## src/rtl/matrix_mem_ctrl.sv

```systemverilog
// matrix_mem_ctrl: assembles a 16-byte stream into one 128-bit memory write and
// streams a registered 128-bit memory read back out byte by byte.
module matrix_mem_ctrl #(
  parameter int ELEM_W = 8,
  parameter int N_ELEM = 16
) (
  input  logic                       clk,
  input  logic                       rst,
  input  logic [ELEM_W-1:0]          s_data,
  input  logic                       s_valid,
  output logic                       s_ready,
  input  logic                       rd_req,
  output logic [ELEM_W-1:0]          m_data,
  output logic                       m_valid,
  input  logic                       m_ready,
  output logic                       m_last,
  output logic [ELEM_W*N_ELEM-1:0]   mem_wdata,
  output logic                       mem_en,
  output logic                       mem_mode,
  input  logic [ELEM_W*N_ELEM-1:0]   mem_rdata,
  output logic                       busy
);
  localparam int CW = $clog2(N_ELEM);
  localparam logic [CW-1:0] LAST = CW'(N_ELEM - 1);
  typedef enum logic [2:0] {LOAD, WRITE, READ, WAIT, SEND} state_t;
  state_t state, state_nxt;
  logic [CW-1:0] cnt;
  logic [ELEM_W*N_ELEM-1:0] data_buf;
  logic rd_go, s_hs, m_hs;
  assign rd_go = (state == LOAD) && (cnt == '0) && rd_req;
  assign s_hs = s_valid && s_ready;
  assign m_hs = m_valid && m_ready;
  assign mem_wdata = data_buf;
  always_ff @(posedge clk or negedge rst)
    if (!rst) state <= LOAD;
    else state <= state_nxt;
  always_comb begin
    state_nxt = state;
    case (state)
      LOAD:    state_nxt = rd_go ? READ : (s_hs && cnt == LAST) ? WRITE : LOAD;
      WRITE:   state_nxt = LOAD;
      READ:    state_nxt = WAIT;
      WAIT:    state_nxt = SEND;
      SEND:    state_nxt = (m_hs && m_last) ? LOAD : SEND;
      default: state_nxt = LOAD;
    endcase
  end
  // s_ready is gated by rst so it reads 0 while reset is held
  always_comb begin
    s_ready  = rst && (state == LOAD) && !rd_go;
    mem_en   = (state == WRITE) || (state == READ);
    mem_mode = (state == WRITE);
    m_valid  = (state == SEND);
    m_last   = m_valid && (cnt == LAST);
    m_data   = m_valid ? data_buf[ELEM_W*cnt +: ELEM_W] : '0;
    busy     = !((state == LOAD) && (cnt == '0));
  end
  // mem_rdata is only valid in WAIT, the cycle after the READ strobe
  always_ff @(posedge clk or negedge rst)
    if (!rst) begin
      cnt      <= '0;
      data_buf <= '0;
    end else if (state == WAIT) begin
      cnt      <= '0;
      data_buf <= mem_rdata;
    end else if (s_hs) begin
      cnt                             <= cnt + 1'b1;
      data_buf[ELEM_W*cnt +: ELEM_W]  <= s_data;
    end else if (m_hs) begin
      cnt <= cnt + 1'b1;
    end
endmodule

```

## config.mk

```make
export PLATFORM = sky130hd
export DESIGN_NAME = matrix_mem_ctrl
export DESIGN_NICKNAME = d
export VERILOG_FILES = /design/src/rtl/matrix_mem_ctrl.sv
export SDC_FILE = /design/constraint.sdc
export NUM_CORES = 1
export LEC_CHECK = 0
export BUFFER_PORTS_ARGS = -buffer_cell sky130_fd_sc_hd__buf_2
export CORE_AREA = 5 5 135 137
export CTS_CLUSTER_DIAMETER = 80
export DETAILED_ROUTE_END_ITERATION = 6
export DIE_AREA = 0 0 140 142
export PLACE_DENSITY_LB_ADDON = 0.15
export RECOVER_POWER = 100
export SLEW_MARGIN = 20
export SYNTH_ARGS = -nofsm -noshare
export SYNTH_HDL_FRONTEND = slang
export SYNTH_SLANG_ARGS = --single-unit
export TNS_END_PERCENT = 50
```

## constraint.sdc

```tcl
create_clock -name clk -period 2.6 [get_ports clk]
set_input_delay 0.52 -clock clk [delete_from_list [all_inputs] [get_ports clk]]
set_output_delay 0.52 -clock clk [all_outputs]
set_load 0.005 [all_outputs]
```

# Word-level counts from Yosys, hierarchy flattened

Cells that the tools add are included.

Word-level logic and storage cells: 40
Register bits: 135
Bits of input ports: 141
Output and inout port bits: 142

Muxes and demuxes: 11
$add $sub $neg: 2
Reductions and logical operators: 16
Eq/ne operators: 5
Shift operators: 3

Operators with widths:

| cell                                                    | number |
|---|---|
| two-way mux 128 bit                                     | 2 |
| bitwise mux 128 bit                                     | 1 |
| variable shift 8 x 34 -> 128 bit (first input constant) | 1 |
| variable part select 128 x 8 -> 8 bit                   | 1 |
| variable part select 8 x 34 -> 128 bit                  | 1 |
| negation 7 -> 34 bit                                    | 1 |
| two-way mux 4 bit                                       | 3 |
| case mux 3 bit (4 select lines)                         | 1 |
| logical AND 1 bit                                       | 9 |
| two-way mux 8 bit                                       | 1 |
| equality test 3 x 2 -> 1 bit (second input constant)    | 2 |
| adder 4 x 1 -> 4 bit (second input constant)            | 1 |
| equality test 4 bit (second input constant)             | 1 |
| logical NOT 4 bit                                       | 1 |
| equality test 3 x 1 -> 1 bit (second input constant)    | 1 |
| equality test 3 bit (second input constant)             | 1 |
| logical NOT 3 bit                                       | 1 |
| two-way mux 3 bit                                       | 1 |
| nonzero test 3 bit                                      | 1 |
| logical NOT 1 bit                                       | 2 |
| two-way mux 2 bit                                       | 1 |
| nonzero test 2 bit                                      | 1 |
| logical OR 1 bit                                        | 1 |
| two-way mux 1 bit                                       | 1 |

# Depth between registers and ports, before layout

Gate-level depths: netlist of run 1.

Depth after elaboration: 10
Gate-level depth with buffers: 11
Depth with buffers taken out: 6

# Worst setup path before layout of run 1

OpenSTA, ideal clock, no wires.

Kind: register to register
Start: reg cnt[3]
End: reg data_buf[80], in the netlist mem_wdata[80]
Stages on the path, launching flop included: 11
Path slack: -300 ps
Library setup time: 126 ps
Required time: 2,474 ps
Period minus slack after synthesis: 2,900 ps
Data arrival time: 2,774 ps
Buffers on the path: 4
Cell sequence: dfrtp_1 clkbuf_1 inv_2 buf_1 ha_1 nor2b_1 clkbuf_1 and3_1 buf_2 a21oi_1 a221o_1

Longest elaborated chain between the ends: 7
Elaborated cells on any way between the ends: 13
Classes of those cells: add/sub: 1; shift: 2; mux: 3; reduce/logical: 7

Ends and longest elaborated chain:

| element                                                      | line | text |
|---|---|---|
| from (decl)                                                  | 27   | `logic [CW-1:0] cnt;` |
| from (signal assigned)                                       | 67   | `cnt <= cnt + 1'b1;` |
| from (signal assigned)                                       | 70   | `cnt <= cnt + 1'b1;` |
| branches (longest 7 deep; another with negation 7 -> 34 bit) | n/a  |  |
| to (signal assigned)                                         | 65   | `data_buf <= mem_rdata;` |
| to (signal, indexed assignment)                              | 68   | `data_buf[ELEM_W*cnt +: ELEM_W] <= s_data;` |
| to (decl)                                                    | 28   | `logic [ELEM_W*N_ELEM-1:0] data_buf;` |

Parallel ways; which one is timed is not known. The select of a mux whose other input is x is not followed.
A chain may end at the register's enable or synchronous reset.

# Worst setup path after layout of run 1

Start: reg cnt[1]
End: out m_data[5]

Longest elaborated chain between the ends: 2

Ends and longest elaborated chain:

| element                               | line | text |
|---|---|---|
| variable part select 128 x 8 -> 8 bit | 55   | `m_data = m_valid ? data_buf[ELEM_W*cnt +: ELEM_W] : '0;` |
| two-way mux 8 bit                     | 55   |  |
| to (decl)                             | 13   | `output logic [ELEM_W-1:0] m_data,` |

Every way passes these cells.

==> run summary, run 1 <==
Placement Setup Slack: 0.158 ns
Cell taking the most area after synthesis: dfrtp_1
Drt wl/cell: 27.3 um
Critical path arrival: 2.17 ns
H-tree depth: 4
Initial antenna violation count: 0
Final setup vio count: 8
Slew margin rel.: -3.54%
Clock power frac: 20.3%
Share of post-route cells with drive strength above 1: 44.0%
RD Place Congestion: 0.911
Post-synthesis mux area share: 13.4%
Top Ports: 283
Fin nets: 1085
Failing checks: capacitance limit, slew limit, setup timing
Register area share after synthesis: 45.3%
FMAX: 371 MHz
RSZ-0062 raised after global routing: yes
Setup WS post-layout: -0.0940 ns
Synthesis warning total: 0
Post-synth ARST share: 100%
Core area: 0.0169 mm^2
CP Capture Type: primary output
Routed WL: 32100 um
Number of flops mapped to enable cells by yosys: 0
Largest family of logic cells by synthesized area: compound AO/OA/AOI/OAI gates
Internal power component: 7.78 mW
Initial Util: 44.0%
Largest cells by area after synthesis: dfrtp_1, a221o_1, mux4_2
Min-delay worst type: in -> reg
WS Path Type: reg -> out
Delay-heaviest family, CP: multiplexers
Grt ovf: 0
Most frequent cell after synthesis: dfrtp_1
Fin crit period: 2.69 ns
Port buffer count: 282
Number of global-route vias before repair: 7827
Synth Cell Area: 0.00746 mm^2
MaxCap Viol Count: 1
Clk sinks: 135
Hold Fails Final Rpt: 0
Most frequent cells after synthesis: dfrtp_1, a221o_1, nor3_1, clkbuf_1, nor2_1
Switching power total: 5.19 mW
Total Power: 13.0 mW
Switching share of power: 40.0%
Sequential power share: 31.1%
Status: finished with violations
CP Max Fanout: 14
Syn avg cell area: 11.6 um^2
Die Ht: 142 um
Period utilization: 104%
Drc violations: 0
Setup TNS: -0.435 ns
Max-slew violation count: 62
Share of the synthesized area in the top cell type: 45.3%
Cell Rows: 48
Number of inserted diodes: 0
TritonCTS Buffers: 17
Comb pwr share: 48.6%
Slowest cell on the critical path: mux4_2
Clock transition at path regs: 0.06 ns
CP required: 2.08 ns
Post-synthesis simple-gate area fraction: 14.7%
Synth Area in Adders: 1.01%
First-pass GRT wire length: 48100 um
DIE WIDTH: 140 um
Die area: 0.0199 mm^2
Multi-input gate area: 0.00391 mm^2
Clk buf depth: 2
Fillcell total: 1476
Primary FF master, synth: dfrtp_1
Synth Register Bits: 135
Xor/xnor cell area share of the yosys netlist: 0.453%
Crit-path cells: buf_12 > mux4_2 > mux2i_2 > o22ai_1 > buf_2
DR pass1 iterations: 5
PD cells: 1290 mW/mm^2
Max IR drop VDD: 548 uV
DP HPWL: 23800 um
Area delta synth->final: 34.9%
Largest net degree at the start of global routing: 75
Leak: 4.63 nW
Largest stage delay, worst path: 0.54 ns
Startpoint Class: flip-flop
Total GRT Usage: 32.0%
Clock root buffer: clkbuf_16
Synth Net Count: 791
Final ANT Viol Nets: 0
Worst path bufs/invs: 2
Worst-Margin Slew: 1.55 ns
Mapped Cells: 644
Synth Area in Compound Gates: 21.4%
Register area: 0.00338 mm^2
Clock Latency Late Sink: 0.43 ns
Clock skew: 0.00732 ns
DR vias/cell: 6.52
Routed vias: 7665
CTS tree: built
Initial drt markers: 803
Synth cell types: 60
worst min-delay path, cell delays in order:
cell and delay (ns):
buf_2 0.08, nand2_1 0.04, o21ai_0 0.06
timing repair:
item | in CTS | in global routing
setup endpoints to repair | 8 | 69
hold buffers | 0 | 0
buffers inserted | 5 | 2
gates resized for setup | 17 | 11
pin swaps | 0 | 0
path summary, 6_finish.rpt:
check,endpoint,slack (ns),from,cells past startpoint
worst min-delay path,mem_wdata[2],0.31,mem_rdata[2],3
worst max register to register,mem_wdata[34],0.11,cnt[1],7
worst max-delay path,m_data[5],-0.09,cnt[1],5
max in group asynchronous,cnt[1],0.64,rst,3
worst min register to register,mem_wdata[9],0.53,mem_wdata[9],1
min in group asynchronous,mem_wdata[127],0.48,rst,2
cell type report:
type / count / area share [%]
Sequential cell: 135 / 33.6
Clock buffer: 21 / 4.68
Clock inverter: 11 / 1.69
Multi-Input combinational cell: 440 / 38.8
Timing Repair Buffer: 330 / 17.9
Inverter: 14 / 0.523
Tap cell: 225 / 2.80
per-stage QoR:
stage	hold WS [ns]	cells	utilization, %	area (um^2)
finish	0.306	1176	59.4	10100
detailed placement	0.522	1136	54.6	9250
floorplan	0.224	644	-	7470
CTS	0.296	1173	59.2	10000
global placement	0.510	1136	54.6	9250
global route	0.307	1176	59.4	10100
routing by layer:
metal	global-route usage (%)	up-vias	part of all wire, %
met5	0	-	0
met4	11.1	0	3.0
met3	8.20	64	12
met2	50.2	631	47
met1	43.6	3753	39
li1	-	3217	-
flip-flops by register name, summed over array words and instances (netlist names):
name,flops
cnt,4
state,3
mem_wdata,128
power by group through the flow:
| stage | sequential, mW | combinational (mW) | clock, mW |
|---|---|---|---|
| 2_1_floorplan | 3.73 | 3.49 | 0 |
| 3_3_place_gp | 3.99 | 5.81 | 0 |
| 3_5_place_dp | 4.01 | 5.91 | 0 |
| 4_1_cts | 3.99 | 6.22 | 2.65 |
| 5_1_grt | 4.13 | 6.71 | 2.75 |
| 6_report | 4.03 | 6.30 | 2.63 |
logic make-up (layout without fill, tap and decap cells):
group                    Yosys count  in the layout
adder cells (fa/ha/maj)            6              6
multiplexers                      59             59
XOR/XNOR                           3              3
AO/OA/AOI/OAI                    180            180
AND/OR/NAND/NOR                  192            192
flip-flops                       135            135
buffers and inverters             69            376
layout by cell type (no fill, tap or decap), drive strengths merged, types with 3 or more instances in the layout:
cell	count
buf	309
dfrtp	135
a221o	110
nor3	43
clkbuf	42
nor2	38
mux4	32
and2	26
nor4	26
nand2	19
mux2i	19
nand3	14
a21oi	14
inv	14
o21ai	14
a31oi	12
o31ai	10
o22ai	8
mux2	8
ha	6
bufinv	4
nor2b	4
nand4	4
clkinv	4
a41oi	3
clkinvlp	3
xnor2	3
o211ai	3
Power figures use the tool's default switching activity.
==> run 2, diff against run 1 <==
Settings changed: RECOVER_POWER 100 to unset.
==> run 2 against run 1 <==
Net effect: critical path type unchanged; setup slack got worse by 0.0064 ns; non-clock buffer count stayed put; the flow finishes with violations (setup timing); critical endpoint unchanged; hold slack worse by 0.23 ns; global-route usage stayed put.
==> run summary, run 2 (synthesis gave the netlist of run 1 again) <==
Fin crit period: 2.70 ns (+0.00637 ns)
Hold Fails Final Rpt: 0 (unchanged)
Area delta synth->final: 35.6%
Cell depth of the worst flop-to-flop path: 7 (unchanged)
MaxCap Viol Count: 0 (-1)
Routed WL: 32100 um (about the same)
Core area: 0.0169 mm^2 (unchanged)
Max-slew violation count: 0 (-100%)
Failing checks: setup timing
H-tree depth: 4 (unchanged)
Placement Setup Slack: 0.158 ns (unchanged)
Final setup vio count: 8 (unchanged)
DR vias/cell: 6.46 (-0.87%)
Min-delay worst type: in -> async
RSZ-0062 raised after global routing: yes
First-pass GRT wire length: 48100 um (unchanged)
Clock root buffer: clkbuf_16
Top Ports: 283 (unchanged)
Drt wl/cell: 27.3 um (about the same)
FMAX: 370 MHz (-0.24%)
DR pass1 iterations: 5 (unchanged)
Drc violations: 0 (unchanged)
Max reg flops: 128 (unchanged)
Worst reg2reg setup slack: 0.11 ns (about the same)
Period utilization: 104% (+0.25 points)
RD Place Congestion: 0.911 (unchanged)
Share of post-route cells with drive strength above 1: 46.0% (+2.0 points)
Most common cell after layout, fill and taps aside: buf_2
Number of global-route vias before repair: 7827 (unchanged)
Fillcell total: 1462 (-0.95%)
Cell Rows: 48 (unchanged)
CP Max Fanout: 14 (unchanged)
Status: finished with violations
Largest net degree at the start of global routing: 75 (unchanged)
Register area: 0.00338 mm^2 (unchanged)
CP required: 2.08 ns (about the same)
Clock skew: 0.00519 ns (-0.00213 ns)
DIE WIDTH: 140 um (unchanged)
PD cells: 1280 mW/mm^2 (-0.40%)
Total GRT Usage: 32.0% (unchanged)
Setup WS post-layout: -0.100 ns (-0.00637 ns)
Leak: 4.70 nW (+1.6%)
Die area: 0.0199 mm^2 (unchanged)
Commonest non-fill, non-tap cells in the layout: buf_2, dfrtp_1, a221o_1, nor3_1, buf_4
Clk buf depth: 2 (unchanged)
Port buffer count: 282 (unchanged)
WS Path Type: reg -> out
Die Ht: 142 um (unchanged)
TritonCTS Buffers: 17 (unchanged)
CTS tree: built
Clock Latency Late Sink: 0.42 ns (about the same)
Worst r2r src: cnt[1]
R2R Path End: mem_wdata[34]
Initial antenna violation count: 0 (unchanged)
CP endpoint: m_data[5]
Routed vias: 7598 (-0.87%)
Multi-input gate area: 0.00391 mm^2 (unchanged)
Cts hold-fix bufs: 0 (unchanged)
CP Capture Type: primary output
Fin nets: 1085 (unchanged)
Critical path arrival: 2.18 ns (about the same)
Initial drt markers: 813 (+1.2%)
DP HPWL: 23800 um (unchanged)
Final ANT Viol Nets: 0 (unchanged)
Clock transition at path regs: 0.06 ns (about the same)
Startpoint Class: flip-flop
Grt ovf: 0 (unchanged)
Worst-Margin Slew: 0.905 ns (-0.648 ns)
Crit path from: cnt[1]
Hold slack: 0.0758 ns (-0.230 ns)
Initial Util: 44.0% (unchanged)
Clk sinks: 135 (unchanged)
Slew margin rel.: 39.4% (+43 points)
Number of inserted diodes: 0 (unchanged)
Max IR drop VDD: 547 uV (-0.32%)
==> run 2: cell count changes in the layout (fill, tap and decap cells not counted) <==
cell / change
clkbuf_1: -19
buf_2: +17
buf_4: +2
buf_16: +1
buf_6: +1
clkbuf_2: -1
clkbuf_4: -1
==> run 2: per-stage QoR <==
step,cell area (um^2),utilization [%],power [mW],instances,setup TNS (ns)
after floorplan,7470,-,7.21,644,0
after global placement,9250,54.6,9.80,1136,0
after detailed placement,9250,54.6,9.92,1136,0
after CTS,10000,59.2,12.9,1173,-0.358
after global routing,10100,59.7,13.6,1176,-0.979
final,10100,59.7,13.0,1176,-0.440
==> run 2: worst max-delay path, cell delays in order (launching register included) <==
cell and delay [ns]:
dfrtp_2 0.45, buf_12 0.19, mux4_2 0.54, mux2i_2 0.28
o22ai_1 0.14, buf_2 0.15
==> run 2: cell type report <==
cell class,instances,area share [%]
clock buffers,21,4.65
well taps,225,2.78
multi-input cells,440,38.6
inverters,14,0.520
flip-flops and latches,135,33.4
repair buffers,330,18.3
clock inverters,11,1.68
==> run 2: metal layers <==
metal / GRT usage, % / part of all wire [%] / vias up / wire length (um)
met5: 0 / 0 / - / 0
met4: 11.1 / 3.0 / 0 / 949
met3: 8.20 / 11 / 65 / 3470
met2: 50.2 / 47 / 589 / 15000
met1: 43.6 / 39 / 3730 / 12600
li1: - / - / 3214 / -
==> run 2: repair_timing <==
action,4_1_cts,5_1_grt
gates resized for setup,17,11
setup endpoints to repair,8,69
gates cloned,0,0
buffers inserted,5,2
==> run 2: worst min-delay path by stage <==
| stage | cells after the start | end | slack, ns | start |
|---|---|---|---|---|
| after global placement | 1 | mem_wdata[27] | 0.51 | mem_wdata[27] |
| final | 2 | mem_wdata[127] | 0.08 | rst |
| after detailed placement | 1 | mem_wdata[41] | 0.52 | mem_wdata[41] |
| after CTS | 2 | state[0] | 0.30 | rst |
| after floorplan | 0 | cnt[0] | 0.22 | rst |
| after global routing | 2 | mem_wdata[110] | 0.08 | rst |
==> run 2: where the power goes <==
part           internal, mW  switching [mW]
Clock                  1.68           0.942
Combinational          3.10            3.23
Sequential             3.03            1.00
